File: config.mk
export PLATFORM = sky130hd
export DESIGN_NAME = adc_data_format
export DESIGN_NICKNAME = d
export VERILOG_FILES = /design/src/rtl/adc_fmt_pkg.sv /design/src/rtl/adc_sample_sat.sv /design/src/rtl/adc_data_format.sv
export SDC_FILE = /design/constraint.sdc
export NUM_CORES = 1
export LEC_CHECK = 0
export CAP_MARGIN = 5
export CELL_PAD_IN_SITES_DETAIL_PLACEMENT = 0
export CELL_PAD_IN_SITES_GLOBAL_PLACEMENT = 1
export CORE_MARGIN = 2
export CORE_UTILIZATION = 44
export DETAILED_ROUTE_END_ITERATION = 16
export PLACE_DENSITY = 0.83
export SYNTH_ARGS = -nofsm -noshare
export SYNTH_HDL_FRONTEND = slang
export SYNTH_HIERARCHICAL = 1
export SYNTH_SLANG_ARGS = --single-unit
File: constraint.sdc
create_clock -name clk_div_a -period 13.1 [get_ports clk_div_a]
set_input_delay 1.31 -clock clk_div_a [delete_from_list [all_inputs] [get_ports clk_div_a]]
set_output_delay 1.31 -clock clk_div_a [all_outputs]
set_load 0.05 [all_outputs]
File: src/rtl/adc_fmt_pkg.sv
// Shared definitions for the ADC sample formatter: valid-controller states and pipeline depth.
// Pipeline depth doubles as the flush length after a format or offset change.
package adc_fmt_pkg;

    typedef enum logic [1:0] {
        SETTLE = 2'd0,
        FLUSH  = 2'd1,
        RUN    = 2'd2
    } vldState_t;

    localparam int PIPE_LAT = 3;

endpackage

File: src/rtl/adc_sample_sat.sv
// One sample lane: subtract the channel offset at one extra bit, clamp to the sample range, register.
// One cycle latency; satHit flags the clamp combinationally in the same cycle.
module adc_sample_sat #(
    parameter int SAMPLE_W = 10
) (
    input  logic                clk_div_a,
    input  logic                rst,
    input  logic [SAMPLE_W-1:0] sampleIn,
    input  logic [SAMPLE_W-1:0] offsetIn,
    output logic [SAMPLE_W-1:0] sampleOut,
    output logic                satHit
);

    logic signed [SAMPLE_W:0] diff;
    logic        [SAMPLE_W-1:0] satVal;

    always_comb begin
        diff   = $signed({sampleIn[SAMPLE_W-1], sampleIn}) - $signed({offsetIn[SAMPLE_W-1], offsetIn});
        // top two bits disagree only when the difference left the SAMPLE_W range
        satHit = diff[SAMPLE_W] ^ diff[SAMPLE_W-1];
        satVal = diff[SAMPLE_W-1:0];
        if (satHit) begin
            satVal = diff[SAMPLE_W] ? {1'b1, {(SAMPLE_W-1){1'b0}}} : {1'b0, {(SAMPLE_W-1){1'b1}}};
        end
    end

    always_ff @(posedge clk_div_a or posedge rst) begin
        if (rst) begin
            sampleOut <= '0;
        end else begin
            sampleOut <= satVal;
        end
    end

endmodule

File: src/rtl/adc_data_format.sv
// ADC sample formatter: offset-binary/two's-complement conversion, offset removal with saturation,
// sticky per-channel saturation flags; 3-cycle latency, one sample set per cycle, no backpressure.
module adc_data_format
    import adc_fmt_pkg::*;
#(
    parameter int NUM_CH        = 4,
    parameter int SERDES_RATIO  = 4,
    parameter int SAMPLE_W      = 10,
    parameter int SETTLE_CYCLES = 16
) (
    input  logic                                     clk_div_a,
    input  logic                                     rst,
    input  logic [NUM_CH*SERDES_RATIO*SAMPLE_W-1:0]  data_in,
    input  logic                                     fmt_mode,
    input  logic [NUM_CH*SAMPLE_W-1:0]               offset_in,
    input  logic                                     offset_load,
    input  logic                                     sat_clr,
    output logic [NUM_CH*SERDES_RATIO*SAMPLE_W-1:0]  data_out,
    output logic                                     data_valid,
    output logic [NUM_CH-1:0]                        sat_flag
);

    localparam int NUM_S = NUM_CH * SERDES_RATIO;
    localparam int DW    = NUM_S * SAMPLE_W;
    localparam int CNT_W = $clog2(SETTLE_CYCLES);

    logic [DW-1:0]              stage1Q;
    logic [DW-1:0]              stage2Q;
    logic [NUM_CH*SAMPLE_W-1:0] offsetQ;
    logic [NUM_S-1:0]           satHit;
    logic [NUM_CH-1:0]          satNow;
    logic                       fmtModeQ;
    logic                       trigger;
    vldState_t                  state;
    logic [CNT_W-1:0]           cnt;

    // Flipping the MSB of an offset-binary code yields its two's-complement value.
    always_ff @(posedge clk_div_a or posedge rst) begin
        if (rst) begin
            stage1Q <= '0;
        end else begin
            for (int i = 0; i < NUM_S; i++) begin
                stage1Q[i*SAMPLE_W +: SAMPLE_W] <= {data_in[i*SAMPLE_W + SAMPLE_W - 1] ^ fmt_mode,
                                                    data_in[i*SAMPLE_W +: SAMPLE_W-1]};
            end
        end
    end

    always_ff @(posedge clk_div_a or posedge rst) begin
        if (rst) begin
            offsetQ <= '0;
        end else if (offset_load) begin
            offsetQ <= offset_in;
        end
    end

    for (genvar i = 0; i < NUM_S; i++) begin : gSample
        adc_sample_sat #(
            .SAMPLE_W (SAMPLE_W)
        ) uSat (
            .clk_div_a (clk_div_a),
            .rst       (rst),
            .sampleIn  (stage1Q[i*SAMPLE_W +: SAMPLE_W]),
            .offsetIn  (offsetQ[(i/SERDES_RATIO)*SAMPLE_W +: SAMPLE_W]),
            .sampleOut (stage2Q[i*SAMPLE_W +: SAMPLE_W]),
            .satHit    (satHit[i])
        );
    end

    always_comb begin
        satNow = '0;
        for (int c = 0; c < NUM_CH; c++) begin
            for (int s = 0; s < SERDES_RATIO; s++) begin
                satNow[c] = satNow[c] | satHit[c*SERDES_RATIO + s];
            end
        end
    end

    // A fresh saturation outranks a clear arriving in the same cycle.
    always_ff @(posedge clk_div_a or posedge rst) begin
        if (rst) begin
            sat_flag <= '0;
        end else begin
            sat_flag <= (sat_clr ? '0 : sat_flag) | satNow;
        end
    end

    always_ff @(posedge clk_div_a or posedge rst) begin
        if (rst) begin
            data_out <= '0;
        end else begin
            data_out <= stage2Q;
        end
    end

    assign trigger = offset_load | (fmt_mode ^ fmtModeQ);

    always_ff @(posedge clk_div_a or posedge rst) begin
        if (rst) begin
            state      <= SETTLE;
            cnt        <= '0;
            data_valid <= 1'b0;
            fmtModeQ   <= 1'b0;
        end else begin
            fmtModeQ <= fmt_mode;
            case (state)
                SETTLE: begin
                    if (cnt == CNT_W'(SETTLE_CYCLES - 1)) begin
                        state      <= RUN;
                        cnt        <= '0;
                        data_valid <= 1'b1;
                    end else begin
                        cnt <= cnt + CNT_W'(1);
                    end
                end
                RUN: begin
                    if (trigger) begin
                        state      <= FLUSH;
                        cnt        <= '0;
                        data_valid <= 1'b0;
                    end
                end
                FLUSH: begin
                    // any new disturbance restarts the drain of stale samples
                    if (trigger) begin
                        cnt <= '0;
                    end else if (cnt == CNT_W'(PIPE_LAT - 1)) begin
                        state      <= RUN;
                        cnt        <= '0;
                        data_valid <= 1'b1;
                    end else begin
                        cnt <= cnt + CNT_W'(1);
                    end
                end
                default: begin
                    state      <= SETTLE;
                    cnt        <= '0;
                    data_valid <= 1'b0;
                end
            endcase
        end
    end

endmodule

==> impl_results.rst, run 1 <==
.. list-table::
   :header-rows: 1

   * - Metric
     - Value
   * - Area taken by multi-input logic gates
     - 13320 µm²
   * - Maximum level of the CTS H-tree
     - 2
   * - Post-CTS setup buffer count
     - 0
   * - Clock latency reported for the late side of the worst-skew pair
     - 0.61 ns
   * - Sum Neg Setup Slack
     - 0 ns
   * - CP most frequent cell
     - sky130_fd_sc_hd__buf_4
   * - Count of maximum capacitance violations
     - 0
   * - Final hold viol count
     - 0
   * - Number of resized instances in the post-cts repair step
     - 0
   * - Power spent charging and discharging nets
     - 0.002582 W
   * - End of the worst register-to-register path
     - sat_flag[0]$_DFF_PP0_
   * - Die extent in x
     - 256.3 µm
   * - Crit path capture type
     - asynchronous set/reset pin
   * - Slew headroom
     - 35.86%
   * - RePlAce Congestion
     - 0.8821
   * - Result of the run
     - complete, no violations
   * - Number of flops mapped to enable cells by yosys
     - 0
   * - Synthesized instance count
     - 2546
   * - Launching element type of the critical path
     - primary input
   * - Max incr delay on CP
     - 0.84 ns
   * - Setup Slack @ Placement
     - 8.875 ns
   * - Worst setup path class
     - in -> async
   * - Warnings, synthesis
     - 6
   * - Total CTS buffers
     - 55
   * - Count of final max-slew check failures
     - 0
   * - Final setup violating endpoints
     - 0
   * - Number of cells on the worst reg-to-reg path
     - 11
   * - Number of remaining DRC errors
     - 0
   * - Average cell area after synthesis
     - 11.00 µm²
   * - TritonCTS clock tree
     - built
   * - Die Outline Area
     - 65710 µm²
   * - Worst path arrival time
     - 3.95 ns
   * - Most numerous cell in the Yosys netlist
     - sky130_fd_sc_hd__dfrtp_1
   * - Count of different cell masters after synthesis
     - 87
   * - Number of global-route vias before repair
     - 20540
   * - Worst-case hold path end point
     - data_out[97]$_DFF_PP0_
   * - P_int
     - 0.004036 W
   * - Total core area
     - 62970 µm²
   * - Global-route total usage across every layer
     - 21.38%
   * - Yosys top cell by area
     - sky130_fd_sc_hd__dfrtp_1
   * - Number of antenna violations at the first check in global routing
     - 3
   * - Filler Cells Inserted
     - 5437
   * - Worst vdd rail ir drop
     - 0.1425 mV
   * - #FFs+latches synth
     - 531
   * - Worst clock skew
     - 0.01053 ns
   * - Floorplan die height
     - 256.3 µm
   * - Total Wirelength
     - 70710 µm
   * - Share of layout cells above drive strength 1
     - 10.52%
   * - Overall via count from detail_route
     - 20480
   * - Cells taking the most area after synthesis
     - sky130_fd_sc_hd__dfrtp_1 (47%), sky130_fd_sc_hd__ha_1 (7.2%), sky130_fd_sc_hd__a21oi_1 (4.6%), sky130_fd_sc_hd__inv_1 (3.0%), sky130_fd_sc_hd__o21ai_0 (2.7%)
   * - Global-route congestion overflow total
     - 0
   * - Number of buffers on the longest clock path
     - 3
   * - Worst reg2reg startpoint
     - offsetQ[0]$_DFFE_PP0P_
   * - Count of hold buffers inserted by post-cts repair
     - 0
   * - R2r setup slk
     - 10.03 ns
   * - Share of total power in the clock network
     - 24.7%
   * - Sw frac
     - 39.01%
   * - Detail-routed net length per standard cell
     - 18.73 µm
   * - CP max-delay cell
     - sky130_fd_sc_hd__buf_4
   * - List of most frequent post-synthesis cells
     - sky130_fd_sc_hd__dfrtp_1 (531), sky130_fd_sc_hd__a21oi_1 (256), sky130_fd_sc_hd__inv_1 (224), sky130_fd_sc_hd__ha_1 (162), sky130_fd_sc_hd__o21ai_0 (149)
   * - Flip-flop and latch area
     - 13290 µm²
   * - DP Wirelength
     - 52200 µm
   * - Largest net degree at the start of global routing
     - 91
   * - Area growth from synthesis to final layout
     - 21.93%
   * - Antenna viol nets, final
     - 0
   * - Setup ws final
     - 9.746 ns
   * - Count of standard-cell rows
     - 92
   * - Effective utilization at floorplan
     - 44.50%
   * - Static Leakage
     - 14.62 nW
   * - Share of power burned in combinational logic
     - 40.9%
   * - Post-route clock period utilization
     - 25.60%
   * - # clock sinks
     - 531
   * - Detailed-router iteration count before antenna repair
     - 5
   * - Total nets after synthesis
     - 2929
   * - Largest fanout on the critical path
     - 90
   * - Period minus WS final
     - 3.354 ns
   * - Register clock-pin slew on the reported worst setup and hold paths
     - 0.07 ns
   * - Detailed Route Iter0 Violations
     - 1394
   * - Average via count per standard cell
     - 5.423
   * - Critical-path cell list
     - buf_2, inv_8, buf_4, buf_4
   * - Hold crit path type
     - reg -> reg
   * - Buffers added on ports
     - 369
   * - Total Nets Final
     - 3270
   * - Seq/Total Area, Yosys
     - 47.43%
   * - Hold Crit Start
     - gSample[9].uSat/sampleOut[7]$_DFF_PP0_
   * - Top FF cell, synth
     - sky130_fd_sc_hd__dfrtp_1
   * - Max Clk Rate
     - 0.2981 GHz
   * - Data required time of the worst path
     - 13.70 ns
   * - Mapped Area
     - 28020 µm²
   * - Register share of total power
     - 34.4%
   * - Worst-Margin Slew
     - 0.9620 ns
   * - CTS Root Cell
     - sky130_fd_sc_hd__clkbuf_16
   * - Cell depth of the worst min-delay path
     - 0
   * - Power density over cell area
     - 193.7 nW/µm²
   * - Number of primary I/O pins
     - 370
   * - Setup repair after global routing missed its margin
     - no
   * - Area fraction of the dominant cell type after synthesis
     - 47.43%
   * - Global-route wire length before repair
     - 112300 µm
   * - Share of flip-flops with an asynchronous set or reset
     - 100.0%
## layout by cell type (no fill, tap or decap), drive strengths merged, types with 9 or more instances in the layout
master	instances
a22oi	9
nand4	18
nand2b	33
xnor2	57
clkdlybuf4s50	366
o32ai	36
and3	19
inv	227
nand3	24
fa	16
a221oi	19
a21oi	285
nor3	16
xor2	75
o211ai	22
dfrtp	531
o21ai	190
clkinv	10
o22a	13
nor2	111
o21a	25
or2	33
o31ai	18
a21o	35
or3	16
clkbuf	74
buf	9
a211o	15
nand2	116
a211oi	34
nand3b	19
nor2b	15
ha	162
mux2	41
a2111oi	16
maj3	78
mux2i	34
a31oi	20
## power groups by stage
stage	clock, W	combinational [W]	sequential [W]
6_report	0.00164	0.00271	0.00227
5_1_grt	0.00175	0.00289	0.00232
4_1_cts	0.00168	0.00271	0.00228
3_5_place_dp	0	0.00270	0.00230
3_3_place_gp	0	0.00265	0.00230
2_1_floorplan	0	0.00124	0.00294
## cell families after synthesis
kind of cell | share of synthesized area, %
AO/OA/AOI/OAI | 21.41
multiplexers | 2.863
buffers and inverters | 5.046
flip-flops | 47.43
AND/OR/NAND/NOR | 7.837
XOR/XNOR | 4.153
adder cells (fa/ha/maj) | 11.26
## sequential cells by signal, summed over array words and instances (netlist names)
| register | count |
|---|---|
| data_valid | 1 |
| fmtModeQ | 1 |
| offsetQ | 40 |
| cnt | 4 |
| stage1Q | 160 |
| gSample.uSat/sampleOut | 160 |
| state | 1 |
| data_out | 160 |
| sat_flag | 4 |
## worst max-delay path: cells and delay by family
family                 cells  cell delay, ns
buffers and inverters      4            2.51
## metrics by stage
| step | hold slack (ns) | util [%] | std cells | area (µm²) | total power (W) |
|---|---|---|---|---|---|
| floorplan | 0.3312 | - | 2546 | 28020 | 0.004182 |
| global placement | 0.3327 | 51.19 | 3676 | 32230 | 0.004951 |
| detailed placement | 0.3347 | 51.19 | 3676 | 32230 | 0.005000 |
| CTS | 0.3480 | 54.25 | 3774 | 34160 | 0.006675 |
| global route | 0.3516 | 54.26 | 3776 | 34160 | 0.006959 |
| finish | 0.3452 | 54.26 | 3776 | 34160 | 0.006618 |
## worst max path at each step
stage,from,endpoint,slack [ns],cells after the start
after detailed placement,rst,stage1Q[4]$_DFF_PP0_,8.87,4
final,rst,stage1Q[27]$_DFF_PP0_,9.75,4
after global placement,rst,stage1Q[39]$_DFF_PP0_,9.06,4
after floorplan,rst,cnt[0]$_DFFE_PP0P_,1.49,1
after global routing,rst,stage1Q[32]$_DFF_PP0_,9.25,4
after CTS,rst,stage1Q[32]$_DFF_PP0_,9.56,4
## area by class of cell
class	count	share of cell area, %
Timing Repair Buffer	375	10.90
Sequential cell	531	38.90
Clock buffer	74	4.714
Antenna cell	2	0.01465
Inverter	224	2.483
Tap cell	846	3.098
Multi-Input combinational cell	1700	38.98
Clock inverter	24	0.9156
## metal layers
| metal | global-route usage, % | share of wire (%) | routed length (µm) | vias up |
|---|---|---|---|---|
| li1 | - | - | - | 9803 |
| met1 | 28.24 | 44 | 30910 | 10060 |
| met2 | 35.92 | 48 | 34290 | 493 |
| met3 | 3.460 | 4.8 | 3405 | 122 |
| met4 | 6.936 | 3.0 | 2100 | 0 |
| met5 | 0 | 0 | 0 | - |
(Power assumes the default switching activity.)
==> run 2: changes to the inputs <==
==> constraint.sdc (replaced) <==
create_clock -name clk_div_a -period 3.1 [get_ports clk_div_a]
set_input_delay 0.31 -clock clk_div_a [delete_from_list [all_inputs] [get_ports clk_div_a]]
set_output_delay 0.31 -clock clk_div_a [all_outputs]
set_load 0.05 [all_outputs]
==> run 2 against run 1 <==
Compared with the run above: clock power increased to 4.3 times the previous value; hold slack worse by 0.31 ns; final area increased by 0.59%; critical endpoint is now sat_flag[2]$_DFF_PP0_; sequential power grew to 4.2 times the previous value; critical path depth is 7 higher; sequential share of layout area is 0.23 points lower; die area unchanged; combinational power rose to 4.2 times the previous value; wire length up 1.2%.
==> impl_results.rst, run 2 (synthesis results as in run 1) <==
.. list-table::
   :header-rows: 1

   * - Metric
     - Value
   * - Number of primary I/O pins
     - 370
   * - Max Clk Rate
     - 0.3493 GHz
   * - Total CTS buffers
     - 56
   * - Global-route wire length before repair
     - 113400 µm
   * - Register share of total power
     - 34.1%
   * - Max incr delay on CP
     - 0.44 ns
   * - Power Total
     - 0.02813 W
   * - Floorplan die height
     - 256.3 µm
   * - Post-route clock period utilization
     - 92.36%
   * - Worst clock skew
     - 0.01317 ns
   * - CTS Root Cell
     - sky130_fd_sc_hd__clkbuf_16
   * - Number of remaining DRC errors
     - 0
   * - Global-route congestion overflow total
     - 0
   * - Number of buffers on the longest clock path
     - 3
   * - Largest net degree at the start of global routing
     - 104
   * - Final setup violating endpoints
     - 0
   * - Total Nets Final
     - 3288
   * - Total core area
     - 62970 µm²
   * - Total Wirelength
     - 71570 µm
   * - Period minus WS final
     - 2.863 ns
   * - Launching element type of the critical path
     - register
   * - Number of antenna violations at the first check in global routing
     - 5
   * - Number of global-route vias before repair
     - 21050
   * - TritonCTS clock tree
     - built
   * - CP max-delay cell
     - sky130_fd_sc_hd__dfrtp_1
   * - Worst setup path class
     - reg -> reg
   * - Utilization after layout
     - 54.57%
   * - Worst-Margin Slew
     - 0.9880 ns
   * - Detailed Route Iter0 Violations
     - 1241
   * - Hold crit path type
     - in -> async
   * - Crit path capture type
     - register
   * - Count of maximum capacitance violations
     - 0
   * - Slew headroom
     - 33.30%
   * - Register clock-pin slew on the reported worst setup and hold paths
     - 0.06 ns
   * - Result of the run
     - complete, no violations
   * - Static Leakage
     - 14.72 nW
   * - Power density over cell area
     - 818.7 nW/µm²
   * - Share of power burned in combinational logic
     - 41.0%
   * - Global-route total usage across every layer
     - 21.61%
   * - Count of standard-cell rows
     - 92
   * - Largest registers
     - data_out x160, gSample.uSat/sampleOut x160, stage1Q x160
   * - Area growth from synthesis to final layout
     - 22.65%
   * - End of the worst register-to-register path
     - sat_flag[2]$_DFF_PP0_
   * - Detailed-router iteration count before antenna repair
     - 6
   * - Count of final max-slew check failures
     - 0
   * - Buffers added on ports
     - 369
   * - Clock latency reported for the late side of the worst-skew pair
     - 0.61 ns
   * - Effective utilization at floorplan
     - 44.50%
   * - RePlAce Congestion
     - 0.8805
   * - Sum Neg Setup Slack
     - 0 ns
   * - Setup repair after global routing missed its margin
     - no
   * - Post-CTS setup buffer count
     - 0
   * - Largest fanout on the critical path
     - 8
   * - Final std cell area, no fill
     - 34360 µm²
   * - P_int
     - 0.01716 W
   * - Number of cells on the worst reg-to-reg path
     - 11
   * - CP most frequent cell
     - sky130_fd_sc_hd__o21ai_0
   * - # clock sinks
     - 531
   * - Maximum level of the CTS H-tree
     - 2
   * - Die Outline Area
     - 65710 µm²
   * - Average via count per standard cell
     - 5.446
   * - Data required time of the worst path
     - 3.56 ns
   * - Post-Place Cell Area
     - 32410 µm²
   * - Critical-path cell list
     - ha_1, inv_1, fa_1, a211oi_2, o21ai_2, a41oi_4, nand2_1, o21ai_0, xnor2_1, nor4_1, o21ai_0
   * - R2r setup slk
     - 0.24 ns
   * - Worst reg2reg startpoint
     - offsetQ[20]$_DFFE_PP0P_
   * - Die extent in x
     - 256.3 µm
   * - Worst vdd rail ir drop
     - 0.8249 mV
   * - Overall via count from detail_route
     - 20700
   * - Final hold viol count
     - 0
   * - Antenna viol nets, final
     - 0
   * - DP Wirelength
     - 52950 µm
   * - Commonest cells after routing, fill and taps aside
     - sky130_fd_sc_hd__dfrtp_1 (531), sky130_fd_sc_hd__clkdlybuf4s50_1 (366), sky130_fd_sc_hd__a21oi_1 (256), sky130_fd_sc_hd__inv_1 (223), sky130_fd_sc_hd__ha_1 (162)
   * - Most common library cell in the layout ignoring fill and taps
     - sky130_fd_sc_hd__dfrtp_1
   * - Detail-routed net length per standard cell
     - 18.84 µm
   * - Sw frac
     - 39.00%
   * - Share of layout cells above drive strength 1
     - 11.05%
   * - Share of total power in the clock network
     - 24.9%
   * - Power spent charging and discharging nets
     - 0.01097 W
   * - Worst path arrival time
     - 3.32 ns
-- run 2: cell types whose count changed in the layout (fill, tap and decap cells not counted), moves of 2 or more --
cell,delta
sky130_fd_sc_hd__buf_4,+13
sky130_fd_sc_hd__clkbuf_1,+5
sky130_fd_sc_hd__clkinv_2,+4
sky130_fd_sc_hd__diode_2,+2
sky130_fd_sc_hd__bufinv_16,+2
sky130_fd_sc_hd__inv_6,+2
sky130_fd_sc_hd__clkinv_4,-2
sky130_fd_sc_hd__clkbuf_8,-6
sky130_fd_sc_hd__buf_12,+4
-- run 2: power by group through the flow --
| stage | registers, W | clock network, W | logic, W |
|---|---|---|---|
| after floorplan | 0.0124 | 0 | 0.00525 |
| after global placement | 0.00967 | 0 | 0.0113 |
| after detailed placement | 0.00971 | 0 | 0.0115 |
| after CTS | 0.00963 | 0.00722 | 0.0115 |
| after global routing | 0.00978 | 0.00752 | 0.0123 |
| final | 0.00959 | 0.00701 | 0.0115 |
-- run 2: layer usage --
metal | part of all wire, % | vias to the layer above | track usage, % | wire (µm)
met3 | 4.9 | 115 | 3.648 | 3520
met5 | 0 | - | 0 | 0
met4 | 2.9 | 0 | 7.229 | 2048
met1 | 44 | 10200 | 28.44 | 31260
met2 | 49 | 532 | 36.23 | 34740
li1 | - | 9846 | - | -
-- run 2: layout make-up --
cell class	instances	area (µm²)
Fill cell	5392	28600
Clock buffer	73	1546
Sequential cell	531	13290
Clock inverter	30	392.9
Timing Repair Buffer	392	3901
Tap cell	846	1059
Antenna cell	4	10.01
Multi-Input combinational cell	1700	13320
Inverter	224	844.6
-- run 2: through the flow --
stage / hold WS [ns] / worst slack (ns) / instances
final: 0.03194 / 0.2369 / 3800
after global routing: 0.04280 / 0.02402 / 3800
after CTS: 0.007420 / 0.1513 / 3796
after detailed placement: 0.3347 / 0.2330 / 3693
after global placement: 0.3315 / 0.2896 / 3693
after floorplan: 0.1502 / -2.190 / 2546
-- run 2: how the worst max path moves through the flow --
stage	cells past startpoint	endpoint	slack, ns	from
2_1_floorplan	1	cnt[0]$_DFFE_PP0P_	-2.19	rst
3_3_place_gp	11	sat_flag[2]$_DFF_PP0_	0.29	offsetQ[20]$_DFFE_PP0P_
3_5_place_dp	11	sat_flag[2]$_DFF_PP0_	0.23	offsetQ[20]$_DFFE_PP0P_
4_1_cts	11	sat_flag[2]$_DFF_PP0_	0.15	offsetQ[20]$_DFFE_PP0P_
5_1_grt	11	sat_flag[2]$_DFF_PP0_	0.02	offsetQ[20]$_DFFE_PP0P_
6_report	11	sat_flag[2]$_DFF_PP0_	0.24	offsetQ[20]$_DFFE_PP0P_
-- run 2: repair_timing --
action                                  4_1_cts  5_1_grt
endpoints found under the setup margin        0        1
resized for setup                             0        1
hold buffers                                  0        0
-- run 2: worst max-delay path, delay by kind of cell, from the launching register on --
| kind | cells | cell delay [ns] |
|---|---|---|
| AO/OA/AOI/OAI | 5 | 1.02 |
| XOR/XNOR | 1 | 0.16 |
| adder cells (fa/ha/maj) | 2 | 0.66 |
| buffers and inverters | 1 | 0.08 |
| flip-flops | 1 | 0.44 |
| AND/OR/NAND/NOR | 2 | 0.36 |
